## src/rtl/taxi_disp_pkg.sv

```systemverilog
// Shared constants for the taxi meter display: select codes, 7-segment
// patterns (active-low, seg[7] = dp, seg[6:0] = gfedcba) and per-quantity
// formatting (decimal-point position, digits always shown).
package taxi_disp_pkg;

    localparam logic [1:0] SEL_MONEY = 2'd0;
    localparam logic [1:0] SEL_RUN   = 2'd1;
    localparam logic [1:0] SEL_WAIT  = 2'd2;
    localparam logic [1:0] SEL_LAMP  = 2'd3;

    localparam int NUM_DIGITS = 6;

    localparam logic [7:0] SEG_0     = 8'hC0;
    localparam logic [7:0] SEG_1     = 8'hF9;
    localparam logic [7:0] SEG_2     = 8'hA4;
    localparam logic [7:0] SEG_3     = 8'hB0;
    localparam logic [7:0] SEG_4     = 8'h99;
    localparam logic [7:0] SEG_5     = 8'h92;
    localparam logic [7:0] SEG_6     = 8'h82;
    localparam logic [7:0] SEG_7     = 8'hF8;
    localparam logic [7:0] SEG_8     = 8'h80;
    localparam logic [7:0] SEG_9     = 8'h90;
    localparam logic [7:0] SEG_BLANK = 8'hFF;

    // Decimal-point digit per quantity; DP_POS_NONE never matches a slot.
    localparam int DP_POS_MONEY = 1;  // xxxx.x yuan
    localparam int DP_POS_RUN   = 3;  // xx.xxx km
    localparam int DP_POS_NONE  = NUM_DIGITS;

    // Highest digit index that is never blanked.
    localparam int KEEP_MONEY = 1;
    localparam int KEEP_RUN   = 3;
    localparam int KEEP_WAIT  = 0;

    function automatic logic [7:0] seg_code(input logic [3:0] d);
        logic [7:0] s;
        case (d)
            4'd0:    s = SEG_0;
            4'd1:    s = SEG_1;
            4'd2:    s = SEG_2;
            4'd3:    s = SEG_3;
            4'd4:    s = SEG_4;
            4'd5:    s = SEG_5;
            4'd6:    s = SEG_6;
            4'd7:    s = SEG_7;
            4'd8:    s = SEG_8;
            4'd9:    s = SEG_9;
            default: s = SEG_BLANK;
        endcase
        return s;
    endfunction

    function automatic int dp_pos(input logic [1:0] s);
        int p;
        case (s)
            SEL_MONEY: p = DP_POS_MONEY;
            SEL_RUN:   p = DP_POS_RUN;
            default:   p = DP_POS_NONE;
        endcase
        return p;
    endfunction

    function automatic int keep_digits(input logic [1:0] s);
        int k;
        case (s)
            SEL_MONEY: k = KEEP_MONEY;
            SEL_RUN:   k = KEEP_RUN;
            default:   k = KEEP_WAIT;
        endcase
        return k;
    endfunction

endpackage

```

## src/rtl/bin2bcd18.sv

```systemverilog
// Iterative double-dabble converter: 18-bit binary to 6 BCD digits.
// start in IDLE -> LOAD -> 18 x SHIFT -> DONE; dout/done are registered
// so the result appears one cycle after DONE.
module bin2bcd18 (
    input  logic        cp,
    input  logic        reset,
    input  logic        start,
    input  logic [17:0] din,
    output logic        busy,
    output logic        done,
    output logic [23:0] dout
);

    localparam logic [1:0] ST_IDLE  = 2'd0;
    localparam logic [1:0] ST_LOAD  = 2'd1;
    localparam logic [1:0] ST_SHIFT = 2'd2;
    localparam logic [1:0] ST_DONE  = 2'd3;

    logic [1:0]  state;
    logic [4:0]  cnt;
    logic [23:0] work;
    logic [17:0] value;
    logic [23:0] adj;

    function automatic logic [23:0] add3(input logic [23:0] w);
        logic [23:0] r;
        for (int i = 0; i < 6; i++) begin
            r[i*4 +: 4] = (w[i*4 +: 4] >= 4'd5) ? w[i*4 +: 4] + 4'd3 : w[i*4 +: 4];
        end
        return r;
    endfunction

    // Nibble correction applied before every shift
    always_comb adj = add3(work);

    assign busy = (state != ST_IDLE);

    // Sequencer, bit counter and result register
    always_ff @(posedge cp) begin
        if (reset) begin
            state <= ST_IDLE;
            cnt   <= 5'd0;
            done  <= 1'b0;
            dout  <= 24'd0;
        end else begin
            done <= 1'b0;
            case (state)
                ST_IDLE:  if (start) state <= ST_LOAD;
                ST_LOAD: begin
                    cnt   <= 5'd0;
                    state <= ST_SHIFT;
                end
                ST_SHIFT: begin
                    cnt <= cnt + 5'd1;
                    if (cnt == 5'd17) state <= ST_DONE;
                end
                default: begin
                    dout  <= work;
                    done  <= 1'b1;
                    state <= ST_IDLE;
                end
            endcase
        end
    end

    // Work/shift datapath; cleared on LOAD, so it needs no reset
    always_ff @(posedge cp) begin
        if (state == ST_LOAD) begin
            work  <= 24'd0;
            value <= din;
        end else if (state == ST_SHIFT) begin
            {work, value} <= {adj[22:0], value, 1'b0};
        end
    end

endmodule

```

## src/rtl/taxi_display.sv

```systemverilog
// Taxi meter display: samples the selected meter quantity once per frame,
// converts it to BCD and scans it onto a 6-digit active-low 7-segment
// display with per-quantity decimal point, leading-zero blanking and
// lamp test.
module taxi_display
    import taxi_disp_pkg::*;
#(
    parameter int SCAN_DIV = 50000
) (
    input  logic        cp,
    input  logic        reset,
    input  logic [1:0]  sel,
    input  logic [13:0] money,
    input  logic [17:0] run,
    input  logic [15:0] waitTime,
    output logic [7:0]  seg,
    output logic [5:0]  an,
    output logic [23:0] bcd,
    output logic        busy
);

    localparam int PW = $clog2(SCAN_DIV);

    logic [PW-1:0] count;
    logic          tick;
    logic [2:0]    idx;
    logic          frame_start;

    logic [1:0]    sel_cap;
    logic [1:0]    sel_disp;
    logic [17:0]   sel_value;
    logic [17:0]   value_cap;

    logic          conv_done;
    logic [23:0]   conv_dout;

    logic [5:0]    blank;
    logic [3:0]    digit;
    logic          digit_blank;
    logic [7:0]    seg_next;

    assign tick        = (count == PW'(SCAN_DIV - 1));
    assign frame_start = tick && (idx == 3'd5);

    // Digit-slot prescaler and scan index
    always_ff @(posedge cp) begin
        if (reset) begin
            count <= '0;
            idx   <= 3'd0;
        end else begin
            count <= tick ? '0 : count + PW'(1);
            if (tick) idx <= (idx == 3'd5) ? 3'd0 : idx + 3'd1;
        end
    end

    // Quantity chosen by the live select, zero-extended to 18 bits
    always_comb begin
        sel_value = 18'd0;
        case (sel)
            SEL_MONEY: sel_value = {4'd0, money};
            SEL_RUN:   sel_value = run;
            SEL_WAIT:  sel_value = {2'd0, waitTime};
            default:   sel_value = 18'd0;
        endcase
    end

    // Freeze select and operand at frame start so later input changes wait a frame
    always_ff @(posedge cp) begin
        if (frame_start) begin
            sel_cap   <= sel;
            value_cap <= sel_value;
        end
    end

    bin2bcd18 u_conv (
        .cp    (cp),
        .reset (reset),
        .start (frame_start),
        .din   (value_cap),
        .busy  (busy),
        .done  (conv_done),
        .dout  (conv_dout)
    );

    // Publish a finished conversion together with its display format
    always_ff @(posedge cp) begin
        if (reset) begin
            bcd      <= 24'd0;
            sel_disp <= SEL_MONEY;
        end else if (conv_done) begin
            bcd      <= conv_dout;
            sel_disp <= sel_cap;
        end
    end

    // Leading-zero blanking and segment pattern for the current slot
    always_comb begin
        logic zero_hi;
        zero_hi     = 1'b1;
        blank       = 6'd0;
        digit       = 4'd0;
        digit_blank = 1'b0;
        for (int i = NUM_DIGITS - 1; i >= 0; i--) begin
            zero_hi  = zero_hi && (bcd[i*4 +: 4] == 4'd0);
            blank[i] = zero_hi && (i > keep_digits(sel_disp));
        end
        for (int i = 0; i < NUM_DIGITS; i++) begin
            if (idx == 3'(i)) begin
                digit       = bcd[i*4 +: 4];
                digit_blank = blank[i];
            end
        end
        if (sel == SEL_LAMP) begin
            seg_next = 8'h00;
        end else if (digit_blank) begin
            seg_next = SEG_BLANK;
        end else begin
            seg_next = seg_code(digit);
            if (dp_pos(sel_disp) == int'(idx)) seg_next[7] = 1'b0;
        end
    end

    // Registered digit drive
    always_ff @(posedge cp) begin
        if (reset) begin
            an  <= 6'b111111;
            seg <= 8'hFF;
        end else begin
            an  <= ~(6'b000001 << idx);
            seg <= seg_next;
        end
    end

endmodule
```

## config.mk

```make
export PLATFORM = sky130hd
export DESIGN_NAME = taxi_display
export DESIGN_NICKNAME = d
export VERILOG_FILES = /design/src/rtl/taxi_disp_pkg.sv /design/src/rtl/bin2bcd18.sv /design/src/rtl/taxi_display.sv
export SDC_FILE = /design/constraint.sdc
export NUM_CORES = 1
export LEC_CHECK = 0
export ABC_AREA = 1
export CAP_MARGIN = 10
export CORE_MARGIN = 3
export CORE_UTILIZATION = 52
export CTS_BUF_LIST = sky130_fd_sc_hd__clkbuf_4
export CTS_CLUSTER_DIAMETER = 40
export DETAILED_ROUTE_END_ITERATION = 12
export GPL_TIMING_DRIVEN = 0
export PLACE_DENSITY = 0.79
export SKIP_CTS_REPAIR_TIMING = 1
export SYNTH_ARGS = -nofsm -noshare
export SYNTH_HDL_FRONTEND = slang
export SYNTH_HIERARCHICAL = 1
export SYNTH_SLANG_ARGS = --single-unit
```

## constraint.sdc

```tcl
create_clock -name cp -period 2.55 [get_ports cp]
set_input_delay 0.3825 -clock cp [delete_from_list [all_inputs] [get_ports cp]]
set_output_delay 0.3825 -clock cp [all_outputs]
set_load 0.005 [all_outputs]
```

==> summary.txt <==
CTS Buf Count: 17
via count: 6314
Critical Path Source Type: flop
Die Span X: 123 µm
Mapped Avg Cell Area: 7.65 µm²
post-synthesis sequential area ratio: 48.2%
FF-to-FF path depth: 15
most used cell, CP: nand2_1
Cell Chain, Critical Path: inv_2, ha_1, buf_2, inv_1, nand4_1, nand3_1, nand2_1, nand2_2, inv_1, ha_1, o21bai_1, nand2_1, nand2_1, nand2_1, nand2_1
reg2reg end: seg[1]
leakage: 0.00366 µW
Cell variety after synth: 37
flop2flop setup slack: 280 ps
#FFs+latches synth: 153
Synth Net Count: 1010
outcome: finished, final reports clean
clk_skew: 14.0 ps
drt pass-1 iters: 5
asr flop ratio synth: 0%
endpoint type of the worst setup path: flop
most common cell in the netlist: nand2_1
Tot GR Track Use: 21.2%
post-route ant nets: 0
Placement Setup Slack: -482 ps
Max Freq: 0.441 GHz
DRT Wirelength: 16100 µm
crit-path max FO: 9
Bufs on Longest Clock Path: 2
remaining global-route overflow: 0
Worst VDD drop: 0.260 mV
MaxCap Viol Count: 0
area leader, netlist: dfxtp_1
Critical Path Slowest Stage Cell: dfxtp_2
first-pass GRT wire length: 25900 µm
RSZ-0062 raised after global routing: no
Tmin final: 2270 ps
DP HPWL: 11800 µm
slew margin rel.: 41.3%
layout cells sized above 1: 7.27%
Synth top area share: 32.2%
CTS clk-pin slew, worst paths: 130 ps
1st-iter DRT viols: 493
final setup vio count: 0
Worst setup startpoint: idx[2]
# port buffers: 90
vias in the first global route: 5678
Setup TNS: 0 ps
final setup margin: 284 ps
Syn Inst Count: 935
P&R area growth vs syn: 20.3%
initial antenna violation count: 0
vias per cell: 5.11
top-level I/O count: 91
WS Path Type: flop to flop
Initial Util: 53.6%
worst-margin pin slew: 881 ps
largest net degree at the start of global routing: 25
CP arrival: 2710 ps
CP required: 2990 ps
worst setup path end: seg[1]
Area contributors post-synth: dfxtp_1, edfxtp_1, nand2_1
# clock sinks: 153
pwr dens: 491 nW/µm²
r2r startpoint: idx[2]
Cell Rows: 42
Worst-Skew Late Latency: 550 ps
Synth warnings: 6
final slew viol count: 0
core area: 13300 µm²
routability congestion estimate from global placement: 0.951
Post-synth top flop: dfxtp_1
Post-synth EDFFs: 38
die area: 15200 µm²
chip height: 123 µm
Worst Hold Class: input pin to flop
Hold Fails Final Rpt: 0
H-tree depth: 4
CTS tree: built
Period Utilization, post-route: 88.8%
Synth Cell Area: 7150 µm²
Slowest Stage Delay on Critical Path: 430 ps
filler instances: 1177
Final nets: 1121
# DRC: 0
Avg WL per Cell: 13.0 µm
CTS root buf: clkbuf_4
Post-synth top cells: nand2_1, inv_1, dfxtp_1
[placed cells by master (no fill, tap or decap), types with 19 or more instances in the layout]
cell,count
ha_1,23
nor2_1,80
nand2_1,243
nand3_1,63
edfxtp_1,38
clkdlybuf4s50_1,90
clkbuf_4,19
a21oi_1,81
dfxtp_1,114
o21ai_0,67
inv_1,116
[logic make-up after synthesis]
logic type / Yosys count / synth area share (%)
AND/OR/NAND/NOR: 424 / 25.1
AO/OA/AOI/OAI: 172 / 13.2
buffers and inverters: 157 / 8.77
flip-flops: 153 / 48.2
adder cells (fa/ha/maj): 23 / 4.02
XOR/XNOR: 6 / 0.735
[through the flow]
stage          hold WS, ps  cells  instance area, µm²  utilization, %  power [µW]
6_report               469   1236                8600            64.5        4220
5_1_grt                420   1235                8600            64.4        4370
3_3_place_gp           432   1201                8270            62.0        2740
3_5_place_dp           449   1201                8270            62.0        2740
2_1_floorplan          418    935                7150               -        2620
4_1_cts                433   1233                8570            64.2        4250
[layer usage]
metal / vias up / GRT usage, % / share of wire, %
li1: 3252 / - / -
met1: 2831 / 27.7 / 46
met2: 198 / 35.2 / 47
met3: 33 / 4.12 / 5.5
met4: 0 / 7.54 / 1.6
met5: - / 0 / 0
[how the worst min path moves through the flow]
stage | to | from | cells past startpoint
floorplan | count[0] | count[0] | 1
global placement | count[0] | count[0] | 1
detailed placement | count[0] | count[0] | 1
CTS | sel_cap[1] | sel[1] | 1
global route | sel_cap[1] | sel[1] | 1
finish | sel_cap[1] | sel[1] | 1
[worst max-delay path, delay by kind of cell, from the launching register on]
family | cells | cell delay [ps]
simple gates | 8 | 610
buf+inv | 4 | 520
fa+ha+maj | 2 | 450
flops | 1 | 430
compound gates | 1 | 160
[registers in the layout (all words and copies together) (netlist names)]
name,cells
bcd,24
u_conv/dout,24
u_conv/work,24
u_conv/value,18
value_cap,18
count,16
seg,8
an,6
u_conv/cnt,5
idx,3
sel_cap,2
sel_disp,2
u_conv/state,2
u_conv/done,1
[layout make-up]
class / instances / area [µm²] / share of cell area, %
clock buffer: 19 / 143 / 1.66
timing repair buffer: 91 / 908 / 10.6
multi-input combinational: 626 / 3110 / 36.1
buffer: 36 / 170 / 1.98
clock inverter: 13 / 153 / 1.77
inverter: 121 / 457 / 5.31
sequential: 153 / 3440 / 40.0
antenna: 1 / 2.50 / 0.0291
tap: 176 / 220 / 2.56
[where the power goes]
part | switching (µW) | leakage (µW) | internal (µW)
registers | 4.54 | 0.00122 | 2490
logic | 80.0 | 0.00228 | 110
clock network | 839 | 0.000160 | 696
total | 924 | 0.00366 | 3300
Power figures use the tool's default switching activity.
